<file path="config.mk">
export PLATFORM = sky130hd
export DESIGN_NAME = game_ctrl_flat
export DESIGN_NICKNAME = d
export VERILOG_FILES = /design/src/rtl/game_pkg.sv /design/src/rtl/game_ctrl_if.sv /design/src/rtl/frame_timer.sv /design/src/rtl/game_ctrl.sv /design/src/flat_wrapper.sv
export SDC_FILE = /design/constraint.sdc
export NUM_CORES = 1
export LEC_CHECK = 0
export CORE_MARGIN = 2
export CORE_UTILIZATION = 52
export DETAILED_ROUTE_END_ITERATION = 7
export HOLD_SLACK_MARGIN = 0.12
export PLACE_DENSITY_LB_ADDON = 0.2
export SYNTH_ARGS = -nofsm -noshare
export SYNTH_HDL_FRONTEND = slang
export SYNTH_HIERARCHICAL = 1
export SYNTH_SLANG_ARGS = --single-unit
export TNS_END_PERCENT = 5
</file>
<file path="constraint.sdc">
create_clock -name clk -period 2.6 [get_ports clk]
set_input_delay 0.52 -clock clk [delete_from_list [all_inputs] [get_ports clk]]
set_output_delay 0.52 -clock clk [all_outputs]
set_load 0.05 [all_outputs]
</file>
<file path="src/rtl/game_pkg.sv">
// Shared types and constants for the game controller: state encoding,
// BCD score width and the frame timer width helper.
package game_pkg;

  localparam int BCD_WIDTH = 16;

  // Score value at which the score counter saturates; reaching it ends a game.
  localparam logic [BCD_WIDTH-1:0] SCORE_MAX = 16'h9999;

  typedef enum logic [1:0] {
    IDLE      = 2'd0,
    COUNTDOWN = 2'd1,
    PLAYING   = 2'd2,
    OVER      = 2'd3
  } gameState_e;

  // Bits needed to hold (max frame count - 1); never narrower than one bit.
  function automatic int timerWidth(input int a, input int b);
    int m;
    m = (a > b) ? a : b;
    return (m > 1) ? $clog2(m) : 1;
  endfunction

endpackage

</file>
<file path="src/rtl/game_ctrl_if.sv">
// Signal bundle between the game controller and the rest of the game:
// frame timing, player inputs, score counter control and status outputs.
interface game_ctrl_if;
  import game_pkg::*;

  logic                 frame_tick;
  logic                 btn_start;
  logic                 collision;
  logic [BCD_WIDTH-1:0] score_in;
  logic                 score_clr;
  logic                 game_start;
  logic                 game_over;
  logic                 score_tick;
  logic [1:0]           state;
  logic [BCD_WIDTH-1:0] high_score;
  logic                 new_high;

  // System side: drives frame timing, player inputs and the current score.
  modport master (
    output frame_tick, btn_start, collision, score_in,
    input  score_clr, game_start, game_over, score_tick, state, high_score, new_high
  );

  // Controller side.
  modport slave (
    input  frame_tick, btn_start, collision, score_in,
    output score_clr, game_start, game_over, score_tick, state, high_score, new_high
  );

endinterface

</file>
<file path="src/rtl/frame_timer.sv">
// Down-counter of frame ticks: loadable, decrements only on a tick and
// saturates at zero so an extra tick can never wrap it around.
module frame_timer #(
  parameter int WIDTH = 8
) (
  input  logic             clk,
  input  logic             rst_n,
  input  logic             load_i,
  input  logic [WIDTH-1:0] loadValue_i,
  input  logic             tick_i,
  output logic             zero_o
);

  logic [WIDTH-1:0] count_q;
  logic [WIDTH-1:0] count_d;

  // Next count: a load wins, otherwise step down on a tick while non-zero.
  always_comb begin
    count_d = count_q;
    if (load_i) begin
      count_d = loadValue_i;
    end else if (tick_i && (count_q != '0)) begin
      count_d = count_q - WIDTH'(1);
    end
  end

  // Counter register, cleared by reset.
  always_ff @(posedge clk or negedge rst_n) begin
    if (!rst_n) begin
      count_q <= '0;
    end else begin
      count_q <= count_d;
    end
  end

  assign zero_o = (count_q == '0);

endmodule

</file>
<file path="src/rtl/game_ctrl.sv">
// Game flow controller: IDLE -> COUNTDOWN -> PLAYING -> OVER -> IDLE.
// Drives the score counter with one-cycle control pulses, gates the frame
// tick into a score tick while playing and keeps the best score since reset.
module game_ctrl
  import game_pkg::*;
#(
  parameter int COUNTDOWN_FRAMES = 180,
  parameter int OVER_HOLD_FRAMES = 120
) (
  input logic        clk,
  input logic        rst_n,
  game_ctrl_if.slave bus
);

  localparam int TIMER_W = timerWidth(COUNTDOWN_FRAMES, OVER_HOLD_FRAMES);
  localparam logic [TIMER_W-1:0] COUNTDOWN_LOAD = TIMER_W'(COUNTDOWN_FRAMES - 1);
  localparam logic [TIMER_W-1:0] OVER_LOAD      = TIMER_W'(OVER_HOLD_FRAMES - 1);

  gameState_e state_q, state_d;

  logic btnPrev_q;
  logic scoreClr_q, scoreClr_d;
  logic gameStart_q, gameStart_d;
  logic gameOver_q, gameOver_d;
  logic capture_q;
  logic [BCD_WIDTH-1:0] highScore_q, highScore_d;
  logic newHigh_q, newHigh_d;

  logic startEdge;
  logic playEnd;
  logic timerLoad;
  logic [TIMER_W-1:0] timerLoadValue;
  logic timerTick;
  logic timerZero;

  assign startEdge = bus.btn_start & ~btnPrev_q;
  assign playEnd   = bus.collision | (bus.score_in == SCORE_MAX);
  assign timerTick = bus.frame_tick & ((state_q == COUNTDOWN) | (state_q == OVER));

  frame_timer #(
    .WIDTH(TIMER_W)
  ) u_timer (
    .clk        (clk),
    .rst_n      (rst_n),
    .load_i     (timerLoad),
    .loadValue_i(timerLoadValue),
    .tick_i     (timerTick),
    .zero_o     (timerZero)
  );

  // Next state, timer loads and the registered control pulses for each transition.
  always_comb begin
    state_d        = state_q;
    scoreClr_d     = 1'b0;
    gameStart_d    = 1'b0;
    gameOver_d     = 1'b0;
    timerLoad      = 1'b0;
    timerLoadValue = COUNTDOWN_LOAD;
    case (state_q)
      IDLE: begin
        if (startEdge) begin
          state_d        = COUNTDOWN;
          scoreClr_d     = 1'b1;
          timerLoad      = 1'b1;
          timerLoadValue = COUNTDOWN_LOAD;
        end
      end
      COUNTDOWN: begin
        if (bus.frame_tick && timerZero) begin
          state_d     = PLAYING;
          gameStart_d = 1'b1;
        end
      end
      PLAYING: begin
        if (playEnd) begin
          state_d        = OVER;
          gameOver_d     = 1'b1;
          timerLoad      = 1'b1;
          timerLoadValue = OVER_LOAD;
        end
      end
      OVER: begin
        if (bus.frame_tick && timerZero) begin
          state_d = IDLE;
        end
      end
      default: begin
        state_d = IDLE;
      end
    endcase
  end

  // High score bookkeeping: new game clears the flag, the delayed capture may set it.
  always_comb begin
    highScore_d = highScore_q;
    newHigh_d   = newHigh_q;
    if ((state_q == IDLE) && startEdge) begin
      newHigh_d = 1'b0;
    end
    if (capture_q && (bus.score_in > highScore_q)) begin
      highScore_d = bus.score_in;
      newHigh_d   = 1'b1;
    end
  end

  // State, edge detector, pulse and score registers; capture runs one cycle behind game_over.
  always_ff @(posedge clk or negedge rst_n) begin
    if (!rst_n) begin
      state_q     <= IDLE;
      btnPrev_q   <= 1'b0;
      scoreClr_q  <= 1'b0;
      gameStart_q <= 1'b0;
      gameOver_q  <= 1'b0;
      capture_q   <= 1'b0;
      highScore_q <= '0;
      newHigh_q   <= 1'b0;
    end else begin
      state_q     <= state_d;
      btnPrev_q   <= bus.btn_start;
      scoreClr_q  <= scoreClr_d;
      gameStart_q <= gameStart_d;
      gameOver_q  <= gameOver_d;
      capture_q   <= gameOver_q;
      highScore_q <= highScore_d;
      newHigh_q   <= newHigh_d;
    end
  end

  assign bus.score_clr  = scoreClr_q;
  assign bus.game_start = gameStart_q;
  assign bus.game_over  = gameOver_q;
  assign bus.score_tick = bus.frame_tick & (state_q == PLAYING);
  assign bus.state      = state_q;
  assign bus.high_score = highScore_q;
  assign bus.new_high   = newHigh_q;

endmodule

</file>
<file path="src/flat_wrapper.sv">
// flat-port wrapper written by rule: the top's interface ports become plain ports
module game_ctrl_flat import game_pkg::*;
#(
  parameter int COUNTDOWN_FRAMES = 180,
  parameter int OVER_HOLD_FRAMES = 120
)
  (clk, rst_n, bus_frame_tick, bus_btn_start, bus_collision, bus_score_in, bus_score_clr, bus_game_start, bus_game_over, bus_score_tick, bus_state, bus_high_score, bus_new_high);
  game_ctrl_if bus_i ();
  input logic clk;
  input logic rst_n;
  input wire logic [$bits(bus_i.frame_tick)-1:0] bus_frame_tick;
  input wire logic [$bits(bus_i.btn_start)-1:0] bus_btn_start;
  input wire logic [$bits(bus_i.collision)-1:0] bus_collision;
  input wire logic [$bits(bus_i.score_in)-1:0] bus_score_in;
  output wire logic [$bits(bus_i.score_clr)-1:0] bus_score_clr;
  output wire logic [$bits(bus_i.game_start)-1:0] bus_game_start;
  output wire logic [$bits(bus_i.game_over)-1:0] bus_game_over;
  output wire logic [$bits(bus_i.score_tick)-1:0] bus_score_tick;
  output wire logic [$bits(bus_i.state)-1:0] bus_state;
  output wire logic [$bits(bus_i.high_score)-1:0] bus_high_score;
  output wire logic [$bits(bus_i.new_high)-1:0] bus_new_high;
  assign bus_i.frame_tick = bus_frame_tick;
  assign bus_i.btn_start = bus_btn_start;
  assign bus_i.collision = bus_collision;
  assign bus_i.score_in = bus_score_in;
  assign bus_score_clr = bus_i.score_clr;
  assign bus_game_start = bus_i.game_start;
  assign bus_game_over = bus_i.game_over;
  assign bus_score_tick = bus_i.score_tick;
  assign bus_state = bus_i.state;
  assign bus_high_score = bus_i.high_score;
  assign bus_new_high = bus_i.new_high;
  game_ctrl #(.COUNTDOWN_FRAMES(COUNTDOWN_FRAMES), .OVER_HOLD_FRAMES(OVER_HOLD_FRAMES)) u_core (.clk(clk), .rst_n(rst_n), .bus(bus_i));
endmodule
</file>
## Yosys cells after proc, flatten, opt, wreduce, memory -nomap -nowiden

Index checks and enable logic that the tools add are counted.

| operators by class | value |
|---|---|
| $lt $le $gt $ge | 1 |
| equality and inequality tests | 8 |
| multiplexer cells | 18 |
| add/sub/neg operators | 1 |
| reduce and logical (&&, ||, !) cells | 10 |
| bitwise logic cells | 6 |

Operator list:

| cell | number |
|---|---|
| $mux 8 | 4 |
| $eq 16x16->1 const B | 1 |
| $gt 16x16->1 | 1 |
| $logic_not 8->1 | 1 |
| $mux 1 | 8 |
| $mux 2 | 4 |
| $pmux 2 s4 | 1 |
| $reduce_bool 8->1 | 1 |
| $sub 8x1->8 const B | 1 |
| $eq 2x2->1 const B | 2 |
| $logic_and 1x1->1 | 4 |
| $ne 2x1->1 const B | 2 |
| $ne 2x2->1 const B | 2 |
| $reduce_and 4->1 | 1 |
| $reduce_bool 2->1 | 2 |
| $and 1x1->1 | 3 |
| $eq 2x1->1 const B | 1 |
| $logic_not 2->1 | 1 |
| $or 1x1->1 | 2 |
| $pmux 1 s2 | 1 |
| $not 1->1 | 1 |

| storage, ports and cells | value |
|---|---|
| flip-flop bits (word level) | 32 |
| output and inout bits | 23 |
| logic and storage cells | 53 |
| input bits | 21 |

## Longest topological paths before layout

| depth | value |
|---|---|
| word-level depth | 6 |
| mapped depth | 9 |
| gate-level depth less buffers | 8 |

## Hierarchy

Netlist, hierarchy kept.

By module, submodules not included:

| module | area an instance (µm²) | instances | cells each |
|---|---|---|---|
| game_ctrl | 1764.2 | 1 | 190 |
| frame_timer | 528.0 | 1 | 58 |

## Least setup slack after synthesis

OpenSTA, ideal clock, no wires.

| path | value |
|---|---|
| kind | register to register |
| start point | reg u_core.highScore_q[15] (netlist: u_core/bus.high_score[15]) |
| end point | reg u_core.highScore_q[10] (netlist: u_core/bus.high_score[10]) |
| data arrival time | 2306 ps |
| library setup time | 125 ps |
| data required time | 2475 ps |
| cell stages (with the launch flop) | 10 |
| path slack | 169 ps |
| cells stage by stage | dfrtp_1 inv_1 ha_1 nand4_2 or4_4 and2_4 buf_6 buf_6 nand2_2 o21ai_2 |

| on the way | value |
|---|---|
| word-level cells in the longest chain between the ends | 2 |

RTL lines:

| element | RTL line | text |
|---|---|---|
| start: declaration | game_ctrl.sv:26 | `logic [BCD_WIDTH-1:0] highScore_q, highScore_d;` |
| start signal: assignment | game_ctrl.sv:124 | `highScore_q <= highScore_d;` |
| $gt 16x16->1 | game_ctrl.sv:100 | `if (capture_q && (bus.score_in > highScore_q)) begin` |
| $logic_and 1x1->1 | game_ctrl.sv:100 |  |

Every way passes these cells.
A chain may end at the register's enable or synchronous reset.

## Worst setup path in the final report

| path | value |
|---|---|
| start point | in bus_score_in[0] |
| end point | reg u_core.u_timer.count_q[0] |

| on the way | value |
|---|---|
| word-level cells in the longest chain between the ends | 5 |
| elaborated cells between the ends (all ways) | 6 |
| classes of those cells | eq/ne (1); mux (3); bitwise (1); reduce/logical (1) |

RTL lines:

| element | RTL line | text |
|---|---|---|
| start: declaration | flat_wrapper.sv:14 | `input wire logic [$bits(bus_i.score_in)-1:0] bus_score_in;` |
| $eq 16x16->1 (*) | game_ctrl.sv:37 | `assign playEnd = bus.collision \| (bus.score_in == SCORE_MAX);` |
| $or 1x1->1 (*) | game_ctrl.sv:37 |  |
| $mux 1 (*) | game_ctrl.sv:75 | `if (playEnd) begin` |
| $pmux 1 s2 (*) | game_ctrl.sv:59 | `case (state_q)` |
| net u_core.timerLoad | game_ctrl.sv:31 | `logic timerLoad;` |
| $mux 8 / $reduce_bool 2->1 (equally long branches) | - |  |
| end signal: assignment | frame_timer.sv:32 | `count_q <= count_d;` |
| end: declaration | frame_timer.sv:14 | `logic [WIDTH-1:0] count_q;` |

The timed path passes the listed nets; every way through them passes the cells marked *.

==> Implementation_results.wiki <==
{| class="wikitable"
! Metric !! Value
|-
| Measured slew at the worst slew-check pin || 0.635 ns
|-
| Leakage || 0.00137 uW
|-
| Area leader, netlist || sky130_fd_sc_hd__dfrtp_1
|-
| Width of the die || 70.4 um
|-
| Post-route fraction of the period consumed by the critical path || 0.956
|-
| Total of buffers placed on input and output ports || 43
|-
| Worst hold path stage count || 0
|-
| Final worst path period need || 2.49 ns
|-
| Syn Std Cell Area || 0.00229 mm^2
|-
| Setup repair after global routing missed its margin || no
|-
| Number of maximum-capacitance constraint violations || 0
|-
| Number of synthesized flops with an enable pin || 0
|-
| Endpoint of the worst-slack reg-to-reg timing path || u_core/bus.state[1]
|-
| Number of hold-slack violations in the final timing report || 0
|-
| Crit path kind || input pin to flip-flop
|-
| Distinct cells, synth || 52
|-
| Total track usage || 0.258
|-
| Portion of total power attributed to the clock network || 0.233
|-
| NetSw || 800 uW
|-
| Clock Skews || 0.0127 ns
|-
| Most numerous cell types in the synthesized netlist || sky130_fd_sc_hd__dfrtp_1 (32), sky130_fd_sc_hd__inv_1 (24), sky130_fd_sc_hd__ha_1 (22), sky130_fd_sc_hd__a32oi_1 (16), sky130_fd_sc_hd__nor4_1 (16)
|-
| Sinks on the clock net || 32
|-
| Element type at the critical path end || flip-flop
|-
| Number of global-route vias before repair || 2,173
|-
| Part of the power in combinational logic || 0.428
|-
| Switching share of total power || 0.386
|-
| CP required || 2.76 ns
|-
| # DRC || 0
|-
| CORE AREA || 0.00429 mm^2
|-
| Sink of the worst hold path || u_core/capture_q
|-
| Share of the yosys chip area belonging to registers || 0.349
|-
| Fraction of registers with async set/reset || 1.00
|-
| Final-report setup violation count || 0
|-
| Synthesis-stage register bit count || 32
|-
| Library cell used as clock root buffer || sky130_fd_sc_hd__clkbuf_8
|-
| Final Power || 2070 uW
|-
| Fmax || 402 MHz
|-
| Remaining number of nets flagged by the antenna check after routing || 0
|-
| GRT Residual Overflow || 0
|-
| Die ar. || 0.00496 mm^2
|-
| Post-CTS clock slew at the launch and capture registers of the worst setup and hold paths || 0.07 ns
|-
| Share of Yosys cell area claimed by the top area cell type || 0.349
|-
| Vertical die dimension || 70.4 um
|-
| Largest net degree at the start of global routing || 33
|-
| DRC violation total after the first TritonRoute iteration || 183
|-
| Mean instance size in the synthesized netlist || 9.24 um^2
|-
| Highest net fanout along the worst path || 8
|-
| Cell count after synthesis || 248
|-
| Routing usage on met3 || 0.0447
|-
| First-pass GRT wire length || 10,200 um
|-
| Clk Latency, worst-skew pair || 0.29 ns
|-
| Top-count cell post-synth || sky130_fd_sc_hd__dfrtp_1
|-
| Worst hold start || u_core/bus.game_over
|-
| Critical Path Source Type || input pin
|-
| Vias after detailed routing || 2,211
|-
| Class of the tightest hold or removal check || flip-flop to flip-flop
|-
| Buffer levels on the longest clock path || 2
|-
| Detail Placement HPWL || 4280 um
|-
| Antenna Diode Count || 0
|-
| Synth warn || 6
|-
| R2r setup slk || 0.40 ns
|-
| Final estimated routing congestion in global placement || 0.879
|-
| Fraction of power consumed by sequential logic || 0.339
|-
| Critical-path top delay cell || sky130_fd_sc_hd__or4b_1
|-
| Cells on worst reg2reg path || 7
|-
| Area overhead of the layout relative to synthesis || 35.2%
|-
| Number of H-tree branching levels || 2
|-
| Stage delay of the slowest cell on the critical path || 0.52 ns
|-
| Final std cell area, no fill || 0.00310 mm^2
|-
| Average routed wire per standard cell || 16.3 um
|-
| Total wire length || 6080 um
|-
| RR Startpoint || u_core/u_timer/count_q[0]
|-
| Initial standard-cell utilization of the core || 0.534
|-
| Max IR drop VDD || 591 uV
|-
| Cell internal pwr || 1270 uW
|-
| Most common flop cell mapped by yosys || sky130_fd_sc_hd__dfrtp_1
|-
| Hold_buf cts || 0
|-
| Share of post-route cells with drive strength above 1 || 0.211
|-
| Outcome || complete, no violations
|-
| Number of gates resized after CTS || 0
|-
| Total placed instance area || 0.00299 mm^2
|-
| Ranking of synthesized cells by area || sky130_fd_sc_hd__dfrtp_1 (35%), sky130_fd_sc_hd__ha_1 (12%), sky130_fd_sc_hd__a32oi_1 (6.1%)
|-
| Met1 layer usage reported by global route || 0.327
|-
| Power Dens Cells || 668 mW/mm^2
|-
| Arr. time, crit path || 2.64 ns
|-
| Most utilized layer in the global route result || met2
|-
| CP startpoint || bus_score_in[0]
|-
| Clock tree from TritonCTS || done
|-
| Number of max-slew violations in the final report || 0
|-
| Buffer count from post-CTS setup fixing || 0
|-
| Met2 layer usage reported by global route || 0.440
|-
| Nets || 364
|-
| Worst-path cell chain || clkdlybuf4s50_1 > inv_1 > or4b_1 > nor3_1 > o21ai_0 > nand2_1 > clkinv_1 > buf_4 > o2111ai_1 > nand3_1
|-
| I/O Pins || 44
|-
| Relative slew slack || 0.573
|-
| First drt pass iteration count || 4
|-
| Detail-routed via count per cell || 5.91
|-
| Initial antenna violation count || 0
|-
| Number of standard-cell rows in the floorplan || 24
|-
| Total clock buffers created by CTS || 5
|}
through the flow:
step                      hold slack [ns]  worst slack, ns  cells   util  setup TNS, ns
final                               0.389            0.113    374  0.722              0
after global routing                0.400           0.0156    374  0.722              0
after CTS                           0.396            0.137    374  0.722              0
after detailed placement            0.381           -0.182    366  0.696          -1.15
after global placement              0.385          -0.0881    366  0.696         -0.297
after floorplan                     0.224            0.169    251      -              0
power groups by stage:
stage,Clock (uW),Combinational [uW],Sequential [uW]
after floorplan,0,530,758
after global placement,0,860,705
after detailed placement,0,888,704
after CTS,498,890,697
after global routing,515,973,719
final,482,887,701
cell families (layout without fill, tap and decap cells):
family | Yosys count | after routing | synth area share
and+or+nand+nor | 87 | 87 | 0.229
AOI/OAI and AO/OA | 67 | 67 | 0.221
buffers and inverters | 37 | 108 | 0.0731
DFF | 32 | 32 | 0.349
adders and majority gates | 22 | 22 | 0.120
other | 2 | 5 | 0.00328
muxes | 1 | 1 | 0.00491
registers in the layout, summed over array words and instances (netlist names):
signal	flops
u_core/btnPrev_q	1
u_core/bus.state	2
u_core/u_timer/count_q	8
u_core/bus.high_score	16
u_core/bus.score_clr	1
u_core/bus.new_high	1
u_core/bus.game_start	1
u_core/bus.game_over	1
u_core/capture_q	1
critical path: cells and delay by family:
kind / cells / cell delay, ns
simple gates: 4 / 1.04
buf+inv: 4 / 0.83
compound gates: 2 / 0.26
per-layer routing:
layer	vias up	routed length, um
li1	1077	-
met1	1052	2640
met2	80	3040
met3	2	374
met4	0	26
met5	-	0
placed cells by master, fill, tap and decap left out, drive strengths merged, types with 2 or more instances in the layout:
cell and n:
clkbuf 5, or3b 2, o211ai 2, a32oi 16, a21oi 9, a221o 2, nand3 2, conb 5
a211o 2, and2 2, a31oi 2, clkdlybuf4s50 42, dfrtp 32, inv 24, nor4 16, o21ai 22
clkinv 2, nor3 6, nand2 26, and3 2, nor2b 3, ha 22, nand4 6, o31ai 2
nor3b 3, or4 4, o311a 2, a2bb2oi 2, nor4b 2, buf 33, nor2 8
worst max-delay path by stage:
stage	slack, ns	to	cells past startpoint
after CTS	0.14	u_core/u_timer/count_q[0]	10
after floorplan	0.17	u_core/bus.high_score[10]	9
after detailed placement	-0.18	u_core/u_timer/count_q[7]	9
after global placement	-0.09	u_core/u_timer/count_q[5]	9
after global routing	0.02	u_core/u_timer/count_q[0]	10
final	0.11	u_core/u_timer/count_q[0]	10
area by class of cell:
type                       count  area [um^2]
tap                           52         65.1
timing repair buffer          75          693
clock inverter                 3         42.5
inverter                      25         93.8
clock buffer                   5         68.8
multi-input combinational    182         1340
sequential                    32          801
fill                         353         1190
Note: power is estimated with default switching activity, not from simulation.
